$ cat src/rtl/fmt_decoder_pkg.sv
// Shared encodings for the MSP430 format I / format III instruction sequencer:
// main and load FSM states, opcodes, jump conditions, special registers.
package fmt_decoder_pkg;

    typedef enum logic [3:0] {
        ST_IDLE, ST_FETCH, ST_DECODE, ST_SRC, ST_DST, ST_EXEC, ST_WB, ST_JUMP, ST_ERROR
    } state_e;

    typedef enum logic [2:0] {
        LOAD_IDLE, LOAD_INDEXPC, LOAD_INDEXREG, LOAD_INDIRECT, LOAD_INCREMENT, LOAD_DONE
    } load_e;

    localparam logic [3:0] OP_MOV = 4'h4;
    localparam logic [3:0] OP_ADD = 4'h5;
    localparam logic [3:0] OP_CMP = 4'h9;
    localparam logic [3:0] OP_BIT = 4'hB;

    localparam logic [2:0] JC_JNZ = 3'd0;
    localparam logic [2:0] JC_JZ  = 3'd1;
    localparam logic [2:0] JC_JNC = 3'd2;
    localparam logic [2:0] JC_JC  = 3'd3;
    localparam logic [2:0] JC_JN  = 3'd4;
    localparam logic [2:0] JC_JGE = 3'd5;
    localparam logic [2:0] JC_JL  = 3'd6;

    localparam logic [3:0] REG_PC = 4'd0;
    localparam logic [3:0] REG_SR = 4'd2;
    localparam logic [3:0] REG_CG = 4'd3;

    // flags ordered {V,N,Z,C}
    function automatic logic jump_taken(input logic [2:0] cond, input logic [3:0] flags);
        logic v, n, z, c;
        {v, n, z, c} = flags;
        case (cond)
            JC_JNZ:  return !z;
            JC_JZ:   return z;
            JC_JNC:  return !c;
            JC_JC:   return c;
            JC_JN:   return n;
            JC_JGE:  return !(n ^ v);
            JC_JL:   return n ^ v;
            default: return 1'b1;
        endcase
    endfunction

endpackage

$ cat src/rtl/fmt_decoder_load.sv
// Addressing-mode operand load FSM, time-shared between the source and
// destination phases of the instruction sequencer.
module fmt_decoder_load
    import fmt_decoder_pkg::*;
(
    input  logic       clk,
    input  logic       arst_n,
    input  logic       start,
    input  logic [3:0] reg_in,
    input  logic [1:0] as_in,
    input  logic       cg_en,
    input  logic       addr_only,
    input  logic       mem_ready,
    output logic [3:0] regno,
    output logic [1:0] as_out,
    output logic       reg_inc,
    output logic       ram_read,
    output logic       done
);

    load_e state_q, state_d;
    logic  is_const;

    always_ff @(posedge clk or negedge arst_n) begin
        if (!arst_n) state_q <= LOAD_IDLE;
        else         state_q <= state_d;
    end

    // R3 (any mode) and R2 with As[1] come from the constant generator
    always_comb begin
        is_const = cg_en && ((reg_in == REG_CG) || ((reg_in == REG_SR) && as_in[1]));
    end

    always_comb begin
        state_d  = state_q;
        regno    = '0;
        as_out   = '0;
        reg_inc  = 1'b0;
        ram_read = 1'b0;
        done     = 1'b0;
        unique case (state_q)
            LOAD_IDLE: begin
                if (start) begin
                    regno  = reg_in;
                    as_out = as_in;
                    if (as_in == 2'b00 || is_const) done    = 1'b1;
                    else if (as_in == 2'b01)        state_d = LOAD_INDEXPC;
                    else                            state_d = LOAD_INDIRECT;
                end
            end
            LOAD_INDEXPC: begin
                regno   = REG_PC;
                reg_inc = 1'b1;
                state_d = LOAD_INDEXREG;
            end
            LOAD_INDEXREG: begin
                regno    = reg_in;
                as_out   = 2'b01;
                ram_read = 1'b1;
                if (mem_ready) begin
                    // a MOV destination only needs the address, not the old value
                    if (addr_only) begin
                        done    = 1'b1;
                        state_d = LOAD_IDLE;
                    end else begin
                        state_d = LOAD_DONE;
                    end
                end
            end
            LOAD_DONE: begin
                regno    = reg_in;
                as_out   = 2'b01;
                ram_read = 1'b1;
                if (mem_ready) begin
                    done    = 1'b1;
                    state_d = LOAD_IDLE;
                end
            end
            LOAD_INDIRECT: begin
                regno    = reg_in;
                as_out   = as_in;
                ram_read = 1'b1;
                if (mem_ready) begin
                    if (as_in[0]) begin
                        state_d = LOAD_INCREMENT;
                    end else begin
                        done    = 1'b1;
                        state_d = LOAD_IDLE;
                    end
                end
            end
            LOAD_INCREMENT: begin
                regno   = reg_in;
                as_out  = as_in;
                reg_inc = 1'b1;
                done    = 1'b1;
                state_d = LOAD_IDLE;
            end
            default: state_d = LOAD_IDLE;
        endcase
    end

endmodule

$ cat src/rtl/fmt_decoder.sv
// MSP430 format I / format III instruction sequencer driving register file,
// RAM, temp registers and ALU control lines, with memory-ready stalls.
module fmt_decoder
    import fmt_decoder_pkg::*;
#(
    parameter bit EN_ALU    = 1'b1,
    parameter bit EN_JUMP   = 1'b1,
    parameter bit EN_DSTIDX = 1'b1,
    parameter bit TRAP_ILL  = 1'b1
) (
    input  logic        clk,
    input  logic        arst_n,
    input  logic [15:0] data_in,
    input  logic [3:0]  flags_in,
    input  logic        mem_ready,
    output logic        bytemode,
    output logic [1:0]  As,
    output logic [3:0]  regno,
    output logic        reg_store,
    output logic        reg_inc,
    output logic        ram_store,
    output logic        ram_read,
    output logic        s_store,
    output logic        s_read,
    output logic        d_store,
    output logic        d_read,
    output logic [3:0]  alu_op,
    output logic        alu_en,
    output logic        sr_store,
    output logic        pc_offset_add,
    output logic        illegal
);

    state_e      state_q, state_d;
    logic [15:0] instr_q, instr_d;
    logic        is_mov, dst_idx;
    logic        dec_jump, dec_fmt1, dec_illegal;
    logic        ld_start, ld_cg, ld_addr_only, ld_reg_inc, ld_ram_read, ld_done;
    logic [3:0]  ld_reg, ld_regno;
    logic [1:0]  ld_as, ld_as_out;

    always_ff @(posedge clk or negedge arst_n) begin
        if (!arst_n) begin
            state_q <= ST_IDLE;
            instr_q <= '0;
        end else begin
            state_q <= state_d;
            instr_q <= instr_d;
        end
    end

    always_comb begin
        is_mov      = instr_q[15:12] == OP_MOV;
        dst_idx     = instr_q[7];
        dec_jump    = EN_JUMP && (data_in[15:13] == 3'b001);
        dec_fmt1    = (data_in[15:12] == OP_MOV) || (EN_ALU && (data_in[15:12] >= OP_ADD));
        dec_illegal = !(dec_jump || dec_fmt1) || (dec_fmt1 && data_in[7] && !EN_DSTIDX);
    end

    // Load FSM operands depend only on registered state, never on its own outputs
    always_comb begin
        ld_start     = (state_q == ST_SRC) || (state_q == ST_DST);
        ld_cg        = state_q == ST_SRC;
        ld_addr_only = (state_q == ST_DST) && is_mov;
        if (state_q == ST_DST) begin
            ld_reg = instr_q[3:0];
            ld_as  = {1'b0, instr_q[7]};
        end else begin
            ld_reg = instr_q[11:8];
            ld_as  = instr_q[5:4];
        end
    end

    fmt_decoder_load u_load (
        .clk       (clk),
        .arst_n    (arst_n),
        .start     (ld_start),
        .reg_in    (ld_reg),
        .as_in     (ld_as),
        .cg_en     (ld_cg),
        .addr_only (ld_addr_only),
        .mem_ready (mem_ready),
        .regno     (ld_regno),
        .as_out    (ld_as_out),
        .reg_inc   (ld_reg_inc),
        .ram_read  (ld_ram_read),
        .done      (ld_done)
    );

    always_comb begin
        state_d       = state_q;
        instr_d       = instr_q;
        bytemode      = 1'b0;
        As            = '0;
        regno         = '0;
        reg_store     = 1'b0;
        reg_inc       = 1'b0;
        ram_store     = 1'b0;
        ram_read      = 1'b0;
        s_store       = 1'b0;
        s_read        = 1'b0;
        d_store       = 1'b0;
        d_read        = 1'b0;
        alu_op        = '0;
        alu_en        = 1'b0;
        sr_store      = 1'b0;
        pc_offset_add = 1'b0;
        illegal       = 1'b0;
        unique case (state_q)
            ST_IDLE: state_d = ST_FETCH;
            ST_FETCH: begin
                regno   = REG_PC;
                reg_inc = 1'b1;
                state_d = ST_DECODE;
            end
            ST_DECODE: begin
                ram_read = 1'b1;
                if (mem_ready) begin
                    instr_d = data_in;
                    if (dec_illegal) begin
                        illegal = 1'b1;
                        state_d = TRAP_ILL ? ST_ERROR : ST_FETCH;
                    end else if (dec_jump) begin
                        state_d = ST_JUMP;
                    end else begin
                        state_d = ST_SRC;
                    end
                end
            end
            ST_SRC, ST_DST: begin
                bytemode = instr_q[6];
                regno    = ld_regno;
                As       = ld_as_out;
                reg_inc  = ld_reg_inc;
                ram_read = ld_ram_read;
                if (ld_done) begin
                    if (state_q == ST_SRC) begin
                        s_store = 1'b1;
                        state_d = ST_DST;
                    end else begin
                        d_store = !is_mov;
                        state_d = ST_EXEC;
                    end
                end
            end
            ST_EXEC: begin
                bytemode = instr_q[6];
                alu_en   = 1'b1;
                alu_op   = instr_q[15:12];
                sr_store = !is_mov;
                s_read   = 1'b1;
                d_read   = !is_mov;
                state_d  = (instr_q[15:12] == OP_CMP || instr_q[15:12] == OP_BIT) ? ST_FETCH : ST_WB;
            end
            ST_WB: begin
                bytemode = instr_q[6];
                if (dst_idx) begin
                    ram_store = 1'b1;
                    if (mem_ready) state_d = ST_FETCH;
                end else begin
                    reg_store = 1'b1;
                    regno     = instr_q[3:0];
                    state_d   = ST_FETCH;
                end
            end
            ST_JUMP: begin
                pc_offset_add = jump_taken(instr_q[12:10], flags_in);
                state_d       = ST_FETCH;
            end
            ST_ERROR: illegal = 1'b1;
            default:  state_d = ST_IDLE;
        endcase
    end

endmodule

$ cat config.mk
export PLATFORM = sky130hd
export DESIGN_NAME = fmt_decoder
export DESIGN_NICKNAME = d
export VERILOG_FILES = /design/src/rtl/fmt_decoder_pkg.sv /design/src/rtl/fmt_decoder_load.sv /design/src/rtl/fmt_decoder.sv
export SDC_FILE = /design/constraint.sdc
export NUM_CORES = 1
export LEC_CHECK = 0
export ABC_AREA = 0
export ABC_CLOCK_PERIOD_IN_PS = 1900
export CAP_MARGIN = 10
export CORE_MARGIN = 2
export CORE_UTILIZATION = 43
export CTS_CLUSTER_SIZE = 25
export DETAILED_ROUTE_END_ITERATION = 8
export PLACE_DENSITY = 0.76
export REMOVE_ABC_BUFFERS = 1
export SYNTH_ARGS = -nofsm -noshare
export SYNTH_HDL_FRONTEND = slang
export SYNTH_SLANG_ARGS = --single-unit
$ cat constraint.sdc
create_clock -name clk -period 1.9 [get_ports clk]
set_input_delay 0.38 -clock clk [delete_from_list [all_inputs] [get_ports clk]]
set_output_delay 0.38 -clock clk [all_outputs]
set_load 0.01 [all_outputs]
==> results.ini <==
[logic_synthesis]
synthTopCellsByCount=23 x dfrtp_1, 18 x nor2_1, 17 x mux2_2
synth_edf_count=0
synth_cells=175
ys_ff_latch=23
syn_avg_cell_area_sq_um=9.46
yosysTopAreaCellShare_pct=34.8
ys_seq_area_share_pct=34.8
synth.cell_area_sq_um=1660
synthFlopType=dfrtp_1
yosysTopAreaCell=dfrtp_1
synth.most_common_cell=dfrtp_1
synth_area_leaders=dfrtp_1 35%, mux2_2 12%, nor2_1 4.1%, nand2_1 2.7%, a22o_1 2.6%
async_flop_share_pct=100
synth_cell_types=49
ys_warn_count=0

[routing]
first_iter_violations=177
first_pass_iters=4
antenna_left=0
remaining_drc_errors=0
num_vias=2146
routed_wl_mm=7.98
wl_per_cell_um=22.8
vias_per_cell=6.13

[grt]
grt_pass1_vias=2059
antenna_found_initial=0
grt_usage_pct=30.7
grt_max_degree=24
grt_pass1_wl_mm=10.1
overflow=0

[timing]
worstMarginPinSlew_ps=419
timing.fmax_ghz=0.394
fin_crit_sh_pct=134
holdWs_ps=441
finalSetupViolations=27
skew_ps=12.8
hold_violations=0
slew_headroom_pct=72.1
period_minus_slack_ps=2540
maxSlewViolCount=0
fin_ws_ps=-640
rsz0062_at_grt=true

[floorplanning]
die_x_um=66.0
rows=22
die_area_sq_um=4360
core_area_sq_um=3690
io_pins=46
initial_core_util_pct=44.9
die_y_um=66.0

[cts]
cts_buffer_depth=2
cts.clk_slew.worst_paths_ps=110
numCtsBuffers=3
cts.sinks=23
clkLatencyLatePin_ps=290
cts_root_buffer=clkbuf_8
cts_tree=built
h-tree-depth=1

[worst_setup_path]
cp_cell_sequence=buf_6 -> nor4b_4 -> mux2i_2 -> buf_4 -> nand2_1 -> o21ai_1 -> a21oi_1 -> buf_2
critPathCaptureType=output port
path_class=reg -> out
max_stage_delay_ps=420
crit_required_ps=1520
cp-start-kind=register
worstPathArrival_ps=2160
path_max_fanout=4
slowest_stage=dfrtp_1

[pwr]
irDropWorstVdd_mv=1.18
power.density_nw_per_um2=1680
power_leakage_uw=0.00145

[final_layout]
diodes=0
area_delta_synth_final_pct=90.4
num-fill-cells=177
drive_gt1_share_pct=60.3
fin_nets=326
final_util_pct=85.4

[outcome]
status=finished with violations
violations=setup timing

[worst_hold_path]
min_path_type=in -> async

[run]
drv_cap=0

[placement]
pre_cts_slack_ps=-709
io_buffers=45
dp_hpwl_mm=3.60
gp_congestion=0.867

-- worst paths after layout --
check / start / endpoint / slack [ps] / cells past startpoint
max: state_q[1] / As[0] / -640 / 8
min: arst_n / instr_q[13] / 440 / 2
max reg2reg: state_q[1] / state_q[0] / -340 / 7
min reg2reg: instr_q[1] / instr_q[1] / 520 / 1
max in group asynchronous: arst_n / state_q[0] / 1200 / 2
min in group clk: instr_q[1] / instr_q[1] / 520 / 1
-- registers in the layout (all words and copies together), names as in the netlist --
signal          flops
instr_q            16
state_q             4
u_load.state_q      3
-- repair_timing --
action | 4_1_cts | 5_1_grt
hold buffers | 0 | 0
buffers inserted | 25 | 15
resized for setup | 154 | 48
pin swaps | 22 | 28
endpoints found under the setup margin | 26 | 42
-- through the flow --
step                      area [sq um]  power, uW  std cells  setup TNS [ps]
final                             3150       5310        350           -8870
after global routing              3150       5520        350          -10640
after CTS                         2930       4480        342           -7300
after detailed placement          2570       3550        316          -12980
after global placement            2570       3500        316          -11550
after floorplan                   1590       2210        163           -2870
-- per-layer routing --
layer	vias to the layer above	share of wire, %	track usage [%]
met2	148	50	54.7
met5	-	0	0
li1	893	-	-
met1	1057	37	37.7
met3	48	7.6	4.26
met4	0	5.7	11.2
-- power by group --
group          switching, uW  internal (uW)
clock                    204            148
combinational           1890           2110
sequential               228            723
-- cell type report --
class	instances	area, sq um	area share, %
Timing Repair Buffer	135	1180	37.4
Inverter	3	16.3	0.516
Multi-Input combinational cell	137	1280	40.5
Sequential cell	23	576	18.3
Tap cell	48	60.1	1.91
Clock buffer	3	41.3	1.31
Clock inverter	1	5.00	0.159
-- worst max-delay path: cells and delay by family, from the launching register on --
kind,cells,cell delay (ps)
buffers and inverters,3,470
flip-flops,1,420
AND/OR/NAND/NOR,2,390
multiplexers,1,360
AO/OA/AOI/OAI,2,220
-- layout by cell type, fill, tap and decap left out, types with 4 or more instances in the layout --
| master | instances |
|---|---|
| buf_6 | 32 |
| nor2_1 | 12 |
| and2_4 | 4 |
| clkdlybuf4s50_1 | 17 |
| buf_2 | 14 |
| mux2_2 | 16 |
| a21oi_1 | 5 |
| nor2b_1 | 5 |
| a22o_1 | 5 |
| nor2_2 | 4 |
| dlygate4sd2_1 | 5 |
| nand2b_4 | 4 |
| dfrtp_1 | 23 |
| nand2_1 | 8 |
| buf_4 | 63 |
-- cells by family after synthesis --
kind of cell | after synthesis | share of synthesized area, %
multiplexers | 22 | 15.2
XOR/XNOR | 3 | 1.59
AND/OR/NAND/NOR | 72 | 25.6
flip-flops | 23 | 34.8
AO/OA/AOI/OAI | 40 | 18.4
buffers and inverters | 15 | 4.46
Note: power is estimated with default switching activity, not from simulation.
